**src/rtl/cpu_pkg.sv**
```systemverilog
// Shared definitions for the CPU instruction-memory loader.
// Holds the loader state encoding and the instruction-memory constants.
package cpu_pkg;

  localparam int          IMEM_WORDS = 1024;
  localparam logic [15:0] HALT_INSTR = 16'hFFFF;

  typedef enum logic [2:0] {
    IDLE  = 3'd0,
    HIGH  = 3'd1,
    LOW   = 3'd2,
    WRITE = 3'd3,
    DONE  = 3'd4,
    ERROR = 3'd5
  } loader_state_t;

  // Byte intake is only open while a word is being assembled.
  function automatic logic accepts_bytes(input loader_state_t s);
    return (s == HIGH) || (s == LOW);
  endfunction

endpackage

```
**src/rtl/byte_pair_packer.sv**
```systemverilog
// Latches the high and low byte of an instruction word; word_o = {hi, lo}.
// One-cycle load per byte, no backpressure of its own (enables come from the FSM).
module byte_pair_packer (
  input  logic        clock,
  input  logic        reset_n,
  input  logic        hi_en_i,
  input  logic        lo_en_i,
  input  logic [7:0]  byte_i,
  output logic [15:0] word_o
);

  logic [7:0] hi_q, hi_d;
  logic [7:0] lo_q, lo_d;

  always_comb begin
    hi_d = hi_q;
    lo_d = lo_q;
    if (hi_en_i) hi_d = byte_i;
    if (lo_en_i) lo_d = byte_i;
  end

  always_ff @(posedge clock or negedge reset_n) begin
    if (!reset_n) begin
      hi_q <= 8'h00;
      lo_q <= 8'h00;
    end else begin
      hi_q <= hi_d;
      lo_q <= lo_d;
    end
  end

  assign word_o = {hi_q, lo_q};

endmodule

```
**src/rtl/imem_loader.sv**
```systemverilog
// Packs a byte stream into 16-bit words and writes them to instruction memory until the halt word.
// Write strobe one cycle after the low-byte transfer; in_ready decoded from state (2 bytes / 3 cycles).
module imem_loader
  import cpu_pkg::*;
#(
  parameter int          DEPTH     = IMEM_WORDS,
  parameter int          ADDR_W    = 10,
  parameter logic [15:0] HALT_WORD = HALT_INSTR
) (
  input  logic              clock,
  input  logic              reset_n,
  input  logic              start,
  input  logic              in_valid,
  input  logic [7:0]        in_data,
  output logic              in_ready,
  output logic              mem_we,
  output logic [ADDR_W-1:0] mem_addr,
  output logic [15:0]       mem_wdata,
  output logic [ADDR_W:0]   word_count,
  output logic              cpu_run,
  output logic              error
);

  localparam logic [ADDR_W-1:0] LAST_ADDR = ADDR_W'(DEPTH - 1);

  loader_state_t     state_q, state_d;
  logic [ADDR_W-1:0] addr_q, addr_d;
  logic [ADDR_W:0]   count_q, count_d;
  logic              xfer;
  logic [15:0]       word;

  assign xfer = in_valid && in_ready;

  byte_pair_packer u_packer (
    .clock   (clock),
    .reset_n (reset_n),
    .hi_en_i (xfer && (state_q == HIGH)),
    .lo_en_i (xfer && (state_q == LOW)),
    .byte_i  (in_data),
    .word_o  (word)
  );

  always_comb begin
    state_d = state_q;
    addr_d  = addr_q;
    count_d = count_q;
    case (state_q)
      IDLE, DONE, ERROR: begin
        if (start) begin
          addr_d  = '0;
          count_d = '0;
          state_d = HIGH;
        end
      end
      HIGH: begin
        if (xfer) state_d = LOW;
      end
      LOW: begin
        if (xfer) state_d = WRITE;
      end
      WRITE: begin
        count_d = count_q + 1'b1;
        // A halt word in the last slot still counts as a successful load.
        if (word == HALT_WORD) begin
          state_d = DONE;
        end else if (addr_q == LAST_ADDR) begin
          state_d = ERROR;
        end else begin
          addr_d  = addr_q + 1'b1;
          state_d = HIGH;
        end
      end
      default: state_d = IDLE;
    endcase
  end

  always_ff @(posedge clock or negedge reset_n) begin
    if (!reset_n) begin
      state_q <= IDLE;
      addr_q  <= '0;
      count_q <= '0;
    end else begin
      state_q <= state_d;
      addr_q  <= addr_d;
      count_q <= count_d;
    end
  end

  assign in_ready   = accepts_bytes(state_q);
  assign mem_we     = (state_q == WRITE);
  assign mem_addr   = addr_q;
  assign mem_wdata  = word;
  assign word_count = count_q;
  assign cpu_run    = (state_q == DONE);
  assign error      = (state_q == ERROR);

endmodule

```
**config.mk**
```make
export PLATFORM = sky130hd
export DESIGN_NAME = imem_loader
export DESIGN_NICKNAME = d
export VERILOG_FILES = /design/src/rtl/cpu_pkg.sv /design/src/rtl/byte_pair_packer.sv /design/src/rtl/imem_loader.sv
export SDC_FILE = /design/constraint.sdc
export NUM_CORES = 1
export LEC_CHECK = 0
export CAP_MARGIN = 20
export CORE_UTILIZATION = 43
export CTS_CLUSTER_DIAMETER = 40
export CTS_CLUSTER_SIZE = 30
export DETAILED_ROUTE_END_ITERATION = 8
export HOLD_SLACK_MARGIN = 0.08
export PLACE_DENSITY_LB_ADDON = 0.12
export SYNTH_ARGS = -nofsm -noshare
export SYNTH_HDL_FRONTEND = slang
export SYNTH_SLANG_ARGS = --single-unit
```
**constraint.sdc**
```tcl
create_clock -name clock -period 1.87 [get_ports clock]
set_clock_uncertainty 0.2 [all_clocks]
set_input_delay 0.187 -clock clock [delete_from_list [all_inputs] [get_ports clock]]
set_output_delay 0.187 -clock clock [all_outputs]
set_load 0.1 [all_outputs]
```
* Word-level counts from Yosys, hierarchy flattened
Index checks and enable logic that the tools add are counted.
W data, S select, Z words.
** Operators by class
- $add $sub $neg :: 2
- Equality and inequality tests :: 12
- Multiplexer cells :: 12
- Reduce and logical (&&, ||, !) cells :: 10
** Operator list (number)
- $mux W10 :: 3
- $pmux W11 S2 :: 1
- $pmux W10 S2 :: 1
- $eq A16 B16 Y1 const B :: 1
- $mux W3 :: 5
- $pmux W3 S4 :: 1
- $add A11 B1 Y11 const B :: 1
- $mux W11 :: 1
- $add A10 B1 Y10 const B :: 1
- $eq A10 B10 Y1 const B :: 1
- $ne A2 B2 Y1 const B :: 5
- $eq A3 B2 Y1 const B :: 2
- $eq A3 B3 Y1 const B :: 2
- $reduce_and A4 Y1 :: 1
- $eq A3 B1 Y1 const B :: 1
- $logic_and A1 B1 Y1 :: 3
- $logic_not A3 Y1 :: 1
- $reduce_and A3 Y1 :: 1
- $reduce_or A3 Y1 :: 1
- $reduce_and A2 Y1 :: 1
- $reduce_bool A2 Y1 :: 1
- $logic_or A1 B1 Y1 :: 1
** Storage, ports and cells
- Register bits :: 40
- Input bits :: 12
- Output and inout port bits :: 41
- Logic and storage cells :: 41

* Depth between registers and ports, before layout
- Word-level depth :: 5
- Mapped depth :: 8
- Depth with buffers taken out :: 7

* Modules after synthesis
Synthesis repeated with hierarchy kept, for this count alone.
** Second synthesis, totals
- Cells, all modules :: 184
- Area, all modules :: 2057.0 µm²
** By module, submodules not included
- imem_loader :: times used 1, cells an instance 150, area each 1393.8 µm², sequential area each 600.6 µm²
- byte_pair_packer :: times used 1, cells an instance 34, area each 663.1 µm², sequential area each 400.4 µm²

* Worst setup path after synthesis
OpenSTA, ideal clock, no wires.
- Path kind :: register to register
- From :: reg u_packer.lo_q[6]
- To :: reg addr_q[5], in the netlist mem_addr[5]
- Setup time :: 0.124 ns
- Data arrival time :: 2.212 ns
- Data required time :: 1.546 ns
- Setup slack :: -0.666 ns
- Cell stages (with the launch flop) :: 7
- Buffers on the path :: 1
- Period minus slack after synthesis :: 2.536 ns
- Cells stage by stage :: dfrtp_1 > nand4_1 > or4_1 > clkbuf_1 > o21ai_2 > nor4_1 > or2_1
** On the way
- Longest elaborated chain between the ends :: 3
** RTL lines
- start, declared :: RTL line byte_pair_packer.sv:13 : logic [7:0] lo_q, lo_d;
- start signal, assigned :: RTL line byte_pair_packer.sv:28 : lo_q <= lo_d;
- $eq A16 B16 Y1 :: RTL line imem_loader.sv:64 : if (word == HALT_WORD) begin
- $ne A2 B2 Y1 (no source line)
- $reduce_and A4 Y1 (no source line)
- end signal, assigned :: RTL line imem_loader.sv:84 : addr_q <= addr_d;
- end, declared :: RTL line imem_loader.sv:27 : logic [ADDR_W-1:0] addr_q, addr_d;
No other way between the ends.
A chain may end at the register's enable or synchronous reset.

* Worst setup path in the final report
- From :: reg u_packer.hi_q[3]
- To :: reg addr_q[7], in the netlist mem_addr[7]
** On the way
- Longest elaborated chain between the ends :: 3
** RTL lines
- start, declared :: RTL line byte_pair_packer.sv:12 : logic [7:0] hi_q, hi_d;
- start signal, assigned :: RTL line byte_pair_packer.sv:27 : hi_q <= hi_d;
- $eq A16 B16 Y1 :: RTL line imem_loader.sv:64
- $ne A2 B2 Y1 (no source line)
- $reduce_and A4 Y1 (no source line)
No other way between the ends.

==> summary.md <==
| Metric | Value |
|---|---|
| Placed inst area | `0.00329 sq mm` |
| DR pass1 iterations | `4` |
| Routed WL | `5.81 mm` |
| Hold Crit Class | `input pin to asynchronous set/reset pin` |
| Root Driver | `clkbuf_8` |
| Worst hold margin | `0.284 ns` |
| DRC Markers | `0` |
| Prevailing post-synth register cell | `dfrtp_1` |
| Die width | `68.9 microns` |
| Layout area overhead | `80.0%` |
| Final Cycle Share | `104%` |
| Total Nets Final | `290` |
| Filler cell count | `234` |
| Final HPWL DP | `4.12 mm` |
| CTS Buf Count | `5` |
| Synthesized instance count | `178` |
| Cell type with the largest total area after synthesis | `dfrtp_1` |
| CP max stage cell | `or4_1` |
| Total track usage | `26.9%` |
| Port Buffers | `52` |
| Reg clk slew, reported paths | `0.08 ns` |
| Crit. End Element | `flop` |
| Delay-heaviest family, CP | `simple AND/OR/NAND/NOR gates` |
| Max incr delay on CP | `0.55 ns` |
| Critical Path Fanout Max | `4` |
| Die ar. | `0.00475 sq mm` |
| Antenna diodes | `0` |
| Layout cell share with drive strength beyond 1 | `58.1%` |
| Clock sink count | `40` |
| Failing checks | `negative setup slack` |
| Syn Area/Cell | `10.8 sq um` |
| Post-Syn Area | `0.00193 sq mm` |
| Longest Clk Path Bufs | `2` |
| Core area | `0.00414 sq mm` |
| P_leak | `1.42 nW` |
| Routed len/inst | `17.8 microns` |
| Asr flop ratio synth | `100%` |
| RR Endpoint | `mem_addr[7]` |
| Die Y | `68.9 microns` |
| Max Slew Vio Count | `0` |
| Setup ws final | `-0.0809 ns` |
| Slew @ Worst Pin | `0.512 ns` |
| Worst EP arrival | `1.90 ns` |
| Largest cells by area after synthesis | `dfrtp_1 (52%), mux2_2 (9.4%), o21ai_0 (3.1%)` |
| Register area share after synthesis | `51.9%` |
| WP buf/inv | `1` |
| # IOs | `53` |
| Power per Cell Area | `1940 mW/mm^2` |
| Vias in the first global route | `1963` |
| Synth unique cells | `42` |
| Final number of setup-violating endpoints | `7` |
| Antenna Nets Post-Route | `0` |
| Slew headroom | `65.9%` |
| Outcome | `complete, but fails checks` |
| Mapped Nets | `192` |
| Achievable Freq | `513 MHz` |
| Yosys warning total | `0` |
| MaxCap Viol Count | `0` |
| RSZ-0062 raised after global routing | `true` |
| Final hold vios | `0` |
| Post-synth EDFFs | `0` |
| Initial antenna violation count | `0` |
| Slack of the worst reg-to-reg path | `-0.08 ns` |
| Crit path kind | `flop to flop` |
| Commonest cells in the netlist | `dfrtp_1 (40), mux2_2 (16), nand2_1 (16)` |
| R2R cell count | `6` |
| H-tree levels | `2` |
| CTS tree | `done` |
| Yosys reg bits | `40` |
| Core Rows | `23` |
| Maximum VDD drop | `1880 uV` |
| First-pass GRT wire length | `9.17 mm` |
| Worst endpoint required time | `1.82 ns` |
| Tmin final | `1.95 ns` |
| Synth top area share | `51.9%` |
| Reg-to-reg startpoint | `u_packer.hi_q[3]` |
| GP Congestion | `0.852` |
| Top-count cell post-synth | `dfrtp_1` |
| Power Total | `6.74 mW` |
| Crit path launch type | `flop` |
| DRT iter0 DRCs | `92` |
| Vias post-DR | `1886` |
| Clock latency on the worst-skew pair | `0.30 ns` |
| Initial Util | `46.5%` |
| Crit path cell chain | `nand4_1, or4_1, o21a_1, buf_4, nand2_4, o311ai_2` |
| Total grt overflow | `0` |
| Largest net degree at the start of global routing | `41` |
| Vias/cell | `5.77` |
| Cell area after layout | `0.00347 sq mm` |
report_power, final:
part / total (mW) / internal, mW / switching (mW)
registers: 1.53 / 1.25 / 0.280
logic: 4.61 / 1.78 / 2.83
clock network: 0.600 / 0.301 / 0.299
total: 6.74 / 3.34 / 3.41
cells by family after synthesis:
kind of cell / after synthesis / synth area share [%]
multiplexers: 18 / 10.4
buffers and inverters: 11 / 3.05
AO/OA/AOI/OAI: 45 / 15.1
AND/OR/NAND/NOR: 62 / 18.2
adder cells (fa/ha/maj): 2 / 1.30
flip-flops: 40 / 51.9
how the worst max path moves through the flow:
stage,from,to,slack [ns],cells after the start
2_1_floorplan,state_q[1],cpu_run,-0.35,3
4_1_cts,u_packer.lo_q[0],mem_addr[5],-0.02,6
3_3_place_gp,u_packer.lo_q[0],mem_addr[5],0.01,6
6_report,u_packer.hi_q[3],mem_addr[7],-0.08,6
3_5_place_dp,u_packer.lo_q[1],mem_addr[5],-0.03,6
5_1_grt,u_packer.hi_q[7],mem_addr[2],-0.12,5
cell usage in the layout, fill, tap and decap left out, types with 6 or more instances in the layout:
master,netlist,layout
nand3_1,9,9
dfrtp_2,0,15
dfrtp_1,40,6
mux2_2,16,16
o21ai_1,5,10
clkbuf_8,0,6
buf_12,0,41
o21ai_0,12,7
nor2_1,7,7
nand4_1,9,9
buf_4,0,41
clkdlybuf4s50_1,0,10
dfrtp_4,0,19
nand2_1,16,16
stage by stage:
step | setup TNS [ns] | instances | setup slack [ns] | util, %
finish | -0.308 | 327 | -0.0809 | 83.7
global route | -1.05 | 327 | -0.117 | 83.7
CTS | -0.0351 | 327 | -0.0200 | 83.0
detailed placement | -0.0267 | 313 | -0.0267 | 79.3
global placement | 0 | 313 | 0.0101 | 79.3
floorplan | -2.46 | 178 | -0.355 | -
worst min-delay path, delay by kind of cell:
kind                   cells  cell delay, ns
buffers and inverters      3            1.04
repair_timing:
item,in CTS,in global routing
hold endpoints to repair,40,0
gates resized for setup,3,9
gates cloned,0,0
hold buffers,1,0
setup endpoints to repair,5,13
setup buffers,5,1
pin swaps,1,15
final cells by class:
class / instances / area, sq um / area share (%)
clock buffers: 8 / 90.1 / 2.60
inverters: 6 / 25.0 / 0.721
multi-input cells: 127 / 933 / 26.9
flip-flops and latches: 40 / 1090 / 31.5
well taps: 50 / 62.6 / 1.80
repair buffers: 96 / 1270 / 36.5
per-layer routing:
layer / GRT usage (%) / part of all wire, %
met1: 31.6 / 39
met2: 45.6 / 52
met3: 5.92 / 5.1
met4: 14.3 / 3.2
met5: 0 / 0
registers in the layout, summed over array words and instances, names as in the netlist:
name / flops
state_q: 3
mem_addr: 10
word_count: 11
u_packer.lo_q: 8
u_packer.hi_q: 8
(Power assumes the default switching activity.)
